## config.mk

```make
export PLATFORM = sky130hd
export DESIGN_NAME = var_delay_ctrl
export DESIGN_NICKNAME = d
export VERILOG_FILES = /design/src/rtl/var_delay_ctrl_pkg.sv /design/src/rtl/var_delay_ctrl_ram.sv /design/src/rtl/var_delay_ctrl.sv
export SDC_FILE = /design/constraint.sdc
export NUM_CORES = 1
export LEC_CHECK = 0
export ABC_AREA = 0
export BUFFER_PORTS_ARGS = -buffer_cell sky130_fd_sc_hd__buf_2
export CORE_AREA = 5 5 338 423
export CTS_CLUSTER_SIZE = 14
export DETAILED_ROUTE_END_ITERATION = 12
export DIE_AREA = 0 0 343 428
export GPL_ROUTABILITY_DRIVEN = 0
export HOLD_SLACK_MARGIN = 0.06
export SKIP_CTS_REPAIR_TIMING = 1
export SLEW_MARGIN = 20
export SYNTH_ARGS = -nofsm -noshare
export SYNTH_HDL_FRONTEND = slang
export SYNTH_SLANG_ARGS = --single-unit
```

## constraint.sdc

```tcl
create_clock -name clk_i -period 9.95 [get_ports clk_i]
set_input_delay 0.4975 -clock clk_i [delete_from_list [all_inputs] [get_ports clk_i]]
set_output_delay 0.4975 -clock clk_i [all_outputs]
set_load 0.01 [all_outputs]
```

## src/rtl/var_delay_ctrl_pkg.sv

```systemverilog
`default_nettype none
// ============================================================================
// Module  : var_delay_ctrl_pkg
// Purpose : Shared types for the runtime-programmable delay line.
// Rev     : 1.0  initial release
// ============================================================================
package var_delay_ctrl_pkg;

  // FILL: line still collecting samples under the current delay, output masked.
  // RUN : line holds at least D valid samples, output follows the datapath.
  typedef enum logic {
    ST_FILL = 1'b0,
    ST_RUN  = 1'b1
  } vdc_state_e;

endpackage : var_delay_ctrl_pkg
`default_nettype wire

```

## src/rtl/var_delay_ctrl_ram.sv

```systemverilog
`default_nettype none
// ============================================================================
// Module  : var_delay_ctrl_ram
// Purpose : WIDTH x DEPTH simple dual-port storage, synchronous write,
//           combinational (asynchronous) read. Contents are not reset.
// Rev     : 1.0  initial release
// ============================================================================
module var_delay_ctrl_ram #(
  parameter int WIDTH = 24,
  parameter int DEPTH = 64,
  parameter int AW    = 6
) (
  input  logic             clk_i,
  input  logic             we_i,
  input  logic [AW-1:0]    waddr_i,
  input  logic [WIDTH-1:0] wdata_i,
  input  logic [AW-1:0]    raddr_i,
  output logic [WIDTH-1:0] rdata_o
);

  logic [WIDTH-1:0] mem_q [DEPTH];

  // Write port: one sample per enabled cycle.
  always_ff @(posedge clk_i) begin
    if (we_i) begin
      mem_q[waddr_i] <= wdata_i;
    end
  end

  // Read port returns the contents before this cycle's write lands.
  assign rdata_o = mem_q[raddr_i];

endmodule : var_delay_ctrl_ram
`default_nettype wire

```

## src/rtl/var_delay_ctrl.sv

```systemverilog
`default_nettype none
// ============================================================================
// Module  : var_delay_ctrl
// Purpose : Runtime-programmable delay line (1..MAX_DELAY enabled cycles)
//           with FILL/RUN masking of the output after reset or reconfig.
// Rev     : 1.0  initial release
// ============================================================================
module var_delay_ctrl
  import var_delay_ctrl_pkg::*;
#(
  parameter int               WIDTH         = 24,
  parameter int               MAX_DELAY     = 64,
  parameter int               DEFAULT_DELAY = 2,
  parameter logic [WIDTH-1:0] IDLE_VAL      = '0,
  localparam int              AW            = $clog2(MAX_DELAY)
) (
  input  logic             clk_i,
  input  logic             rst_ni,
  input  logic             en_i,
  input  logic [WIDTH-1:0] d_i,
  output logic [WIDTH-1:0] d_o,
  output logic             vld_o,
  input  logic             cfg_we_i,
  input  logic [AW:0]      delay_i,
  output logic             cfg_busy_o,
  output logic             cfg_err_o
);

  localparam logic [AW:0] MAX_D = (AW+1)'(MAX_DELAY);
  localparam logic [AW:0] DEF_D = (AW+1)'(DEFAULT_DELAY);
  localparam logic [AW:0] ONE_D = (AW+1)'(1);

  vdc_state_e       state_q, state_d;
  logic [AW:0]      delay_q, delay_d;
  logic [AW:0]      fill_cnt_q, fill_cnt_d;
  logic [AW-1:0]    wr_ptr_q, wr_ptr_d;
  logic [WIDTH-1:0] data_q, data_d;
  logic             vld_q, vld_d;
  logic             err_q, err_d;

  logic             w_accept;
  logic             w_legal;
  logic [AW:0]      w_delay_m1;
  logic [AW:0]      w_fill_inc;
  logic [AW-1:0]    w_rd_addr;
  logic [WIDTH-1:0] w_ram_rdata;
  logic [WIDTH-1:0] w_line_out;

  // Reconfiguration is only taken in RUN; FILL reports busy.
  assign w_accept   = cfg_we_i && (state_q == ST_RUN);
  assign w_legal    = (delay_i != '0) && (delay_i <= MAX_D);
  assign w_delay_m1 = delay_q - ONE_D;
  assign w_fill_inc = fill_cnt_q + ONE_D;
  // Oldest sample still inside the window; D-1 < MAX_DELAY so it is never
  // the slot being overwritten this cycle.
  assign w_rd_addr  = wr_ptr_q - w_delay_m1[AW-1:0];
  // D=1 is a single register stage, so it bypasses the RAM entirely.
  assign w_line_out = (delay_q == ONE_D) ? d_i : w_ram_rdata;
  assign wr_ptr_d   = en_i ? (wr_ptr_q + 1'b1) : wr_ptr_q;

  var_delay_ctrl_ram #(
    .WIDTH (WIDTH),
    .DEPTH (MAX_DELAY),
    .AW    (AW)
  ) u_ram (
    .clk_i   (clk_i),
    .we_i    (en_i),
    .waddr_i (wr_ptr_q),
    .wdata_i (d_i),
    .raddr_i (w_rd_addr),
    .rdata_o (w_ram_rdata)
  );

  // Next-state: config accept, fill counting and output update on en_i.
  always_comb begin
    state_d    = state_q;
    delay_d    = delay_q;
    fill_cnt_d = fill_cnt_q;
    data_d     = data_q;
    vld_d      = vld_q;
    err_d      = err_q;

    if (w_accept && w_legal) begin
      // A same-cycle sample is the first one of the new fill.
      delay_d    = delay_i;
      err_d      = 1'b0;
      state_d    = ST_FILL;
      fill_cnt_d = '0;
      data_d     = IDLE_VAL;
      vld_d      = 1'b0;
      if (en_i) begin
        fill_cnt_d = ONE_D;
        if (delay_i == ONE_D) begin
          state_d = ST_RUN;
          data_d  = d_i;
          vld_d   = 1'b1;
        end
      end
    end else begin
      if (w_accept) begin
        err_d = 1'b1;
      end
      if (en_i) begin
        if (state_q == ST_FILL) begin
          fill_cnt_d = w_fill_inc;
          if (w_fill_inc == delay_q) begin
            state_d = ST_RUN;
            data_d  = w_line_out;
            vld_d   = 1'b1;
          end
        end else begin
          data_d = w_line_out;
        end
      end
    end
  end

  // State and output registers, asynchronously cleared.
  always_ff @(posedge clk_i or negedge rst_ni) begin
    if (!rst_ni) begin
      state_q    <= ST_FILL;
      delay_q    <= DEF_D;
      fill_cnt_q <= '0;
      wr_ptr_q   <= '0;
      data_q     <= IDLE_VAL;
      vld_q      <= 1'b0;
      err_q      <= 1'b0;
    end else begin
      state_q    <= state_d;
      delay_q    <= delay_d;
      fill_cnt_q <= fill_cnt_d;
      wr_ptr_q   <= wr_ptr_d;
      data_q     <= data_d;
      vld_q      <= vld_d;
      err_q      <= err_d;
    end
  end

  assign d_o        = data_q;
  assign vld_o      = vld_q;
  assign cfg_busy_o = (state_q == ST_FILL);
  assign cfg_err_o  = err_q;

endmodule : var_delay_ctrl
`default_nettype wire

```

==> run_results.csv <==
group,metric,value,unit
status,outcome,"complete, no violations",
layout,nets,3068,
timing,skew,0.0266,ns
drt,wl,166000,um
layout,fin_cells,4990,
global_route,grt_pass1_vias,31100,
critical_path,cp-start-kind,"flop",
critical_path,worst-setup-path-type,"flop to flop",
drt,drc_errors,0,
floorplanning,ioPinCount,62,
cts,cts_buffers,147,
layout,area_delta_synth_final,12.6,%
hold_path,min_from,"delay_i[3]",
hold_path,min_to,"delay_q[3]",
place,place_hpwl,93800,um
critical_path,path_max_fanout,153,
logic_synthesis,synth_cell_types,56,
global_route,grt_usage,22.5,%
cts,cts.sinks,1583,
logic_synthesis,synth-adder-area-share,0.255,%
logic_synthesis,yosysWarnings,0,
logic_synthesis,synth_top_area_share,74.5,%
layout,final_cell_mix,"edfxtp_1, mux4_2, clkbuf_16",
critical_path,reg2reg_slack,3.55,ns
logic_synthesis,yosys.area.top_type,"edfxtp_1",
critical_path,cpMaxStageDelayCell,"fa_4",
logic_synthesis,netlist_instances,2858,
logic_synthesis,synth_enable_flop_cells,1536,
hold_path,hold_path_class,"input port to flop",
cts,cts.clk_slew.worst_paths,0.06,ns
critical_path,crit_required,10.59,ns
critical_path,worst-r2r-cell-count,13,
critical_path,crit_cells,13,
timing,rsz0062_at_grt,"false",
job,drv_cap,0,
global_route,grt_pass1_wl,235000,um
logic_synthesis,ys_seq_area_share,76.4,%
timing,relSlewSlack,22.3,%
global_route,grt_max_degree,154,
layout,stdcell_area,69700,um^2
drt,firstDrtPassIters,5,
logic_synthesis,ys_seq_elements,1583,
logic_synthesis,synth_area_leaders,"edfxtp_1, mux4_2, dfrtp_1",
drt,wl_per_cell,33.2,um
floorplanning,die-area,147000,um^2
drt,first_iter_violations,3788,
layout,drive_above_1_share,28.5,%
timing,fin_setup_tns,0,ns
drt,via_per_inst,6.18,
logic_synthesis,synthMuxAreaShare,16.0,%
floorplanning,die_h,428,um
timing,fin_crit_sh,64.3,%
logic_synthesis,synth_xor_area_share,0.356,%
critical_path,crit_chain,"inv_1 > ha_1 > inv_1 > ha_4 > inv_1 > fa_4 > buf_4 > buf_12 > mux4_2 > mux2i_1 > a211oi_1 > nor4_1 > o21ai_1",
cts,h-tree-depth,4,
floorplanning,initial_utilization,44.7,%
logic_synthesis,async_flop_share,2.97,%
timing,tightestPinTransition,1.15,ns
critical_path,cp_common_cell,"inv_1",
hold_path,holdPathStages,3,
logic_synthesis,syn_area_per_cell,21.7,um^2
timing,max_freq,156,MHz
floorplanning,rows,153,
drt,ant_nets,0,
timing,fin_crit,6.40,ns
cts,clk_latency,0.80,ns
global_route,overflow,0,
cts,clk_root_buffer_cell,"clkbuf_16",
place,port_buffers,61,
logic_synthesis,synth_compound_area_share,2.68,%
layout,final_common_cell,"edfxtp_1",
critical_path,crit_buf_inv,5,
logic_synthesis,synthFlopType,"edfxtp_1",
cts,cts_buffer_depth,3,
critical_path,r2r-start,"wr_ptr_q[1]",
global_route,antenna_found_initial,11,
timing,hold_viol,0,
drt,vias,30800,
critical_path,max_stage_delay,1.15,ns
cts,cts_tree,"done",
critical_path,critPathCaptureType,"flop",
logic_synthesis,synthesis.nets,2905,
critical_path,cp.arrival,7.04,ns
floorplanning,coreArea,138000,um^2
critical_path,reg2reg_to,"d_o[17]",
floorplanning,dieWidth,343,um
timing,drv_slew,0,
logic_synthesis,yosys.area_share.simple,2.77,%
critical_path,crit_family,"adder cells",
place,dp.cells,4724,
logic_synthesis,synth_top_family_by_area,"multiplexers",
place,post_dp_cell_area,65000,um^2
timing,finalSetupViolations,0,
logic_synthesis,syn_area,61900,um^2
==> routing by layer <==
layer | wire length, um | part of all wire, % | track usage, % | up-vias
li1 | - | - | - | 12400
met1 | 62800 | 38 | 30.3 | 16600
met2 | 80800 | 49 | 36.0 | 1586
met3 | 14700 | 8.9 | 5.15 | 260
met4 | 7230 | 4.4 | 8.84 | 4
met5 | 32 | 0.019 | 0 | -
==> final cells by class <==
class                           count  area (um^2)
Clock buffer                      184         3870
Antenna cell                        3         7.51
Tap cell                         1860         2330
Inverter                           14         52.6
Sequential cell                  1583        47300
Fill cell                       10900        68700
Timing Repair Buffer              190         1340
Multi-Input combinational cell   1085        14100
Clock inverter                     71          748
==> cells in the mapped netlist, types with 3 or more instances <==
master / number
o21ai_1: 23
xor2_1: 11
nor4_1: 24
a22oi_1: 26
inv_1: 13
edfxtp_1: 1536
buf_1: 6
nand2_1: 90
clkbuf_1: 97
nand2b_1: 3
a221oi_1: 23
a21oi_1: 8
o21a_1: 3
o2111ai_1: 4
nor2_1: 72
and3_1: 6
or2_2: 3
nand4_1: 25
mux2i_1: 65
xnor2_1: 11
or3_1: 3
nor3b_1: 4
ha_1: 11
dfrtp_1: 46
a2111oi_0: 21
a31o_1: 20
nand3_1: 22
mux2_2: 3
nor3_1: 9
a211oi_1: 42
mux4_2: 410
nor4b_1: 21
o21ai_0: 56
buf_6: 10
nor2b_1: 27
buf_2: 46
buf_4: 15
and2_1: 22
==> cell families after synthesis <==
logic type               Yosys count
XOR/XNOR                          23
AND/OR/NAND/NOR                  335
buffers and inverters            190
adder cells (fa/ha/maj)           12
flip-flops                      1583
multiplexers                     478
AO/OA/AOI/OAI                    237
==> worst register-to-register path, delay by kind of cell, from the launching register on <==
family | cells | cell delay [ns]
compound gates | 2 | 0.55
buf+inv | 5 | 1.55
mux | 2 | 1.28
simple gates | 1 | 0.58
fa+ha+maj | 3 | 1.63
flops | 1 | 0.67
==> flip-flops by register name, summed over array words and instances, names as in the netlist <==
name,flops
d_o,24
vld_o,1
u_ram.mem_q,1536
fill_cnt_q,7
state_q,1
delay_q,7
wr_ptr_q,6
cfg_err_o,1
==> stage by stage <==
step                      util [%]  hold slack (ns)  setup WS (ns)
after floorplan                  -            0.202           6.00
after global placement        47.0            0.525           3.54
after detailed placement      47.0            0.513           3.59
after CTS                     50.3           -0.148           3.59
after global routing          50.4           0.0750           3.36
final                         50.4           0.0745           3.55
==> how the worst max path moves through the flow <==
stage	end	slack [ns]	start
after global routing	d_o[17]	3.36	wr_ptr_q[1]
after CTS	d_o[20]	3.59	wr_ptr_q[1]
after floorplan	d_o[15]	6.00	wr_ptr_q[1]
after global placement	d_o[20]	3.54	wr_ptr_q[1]
after detailed placement	d_o[20]	3.59	wr_ptr_q[1]
final	d_o[17]	3.55	wr_ptr_q[1]
Power is not shown: default switching activity piles up to over one toggle a cycle in this logic, so the estimate is an artifact.
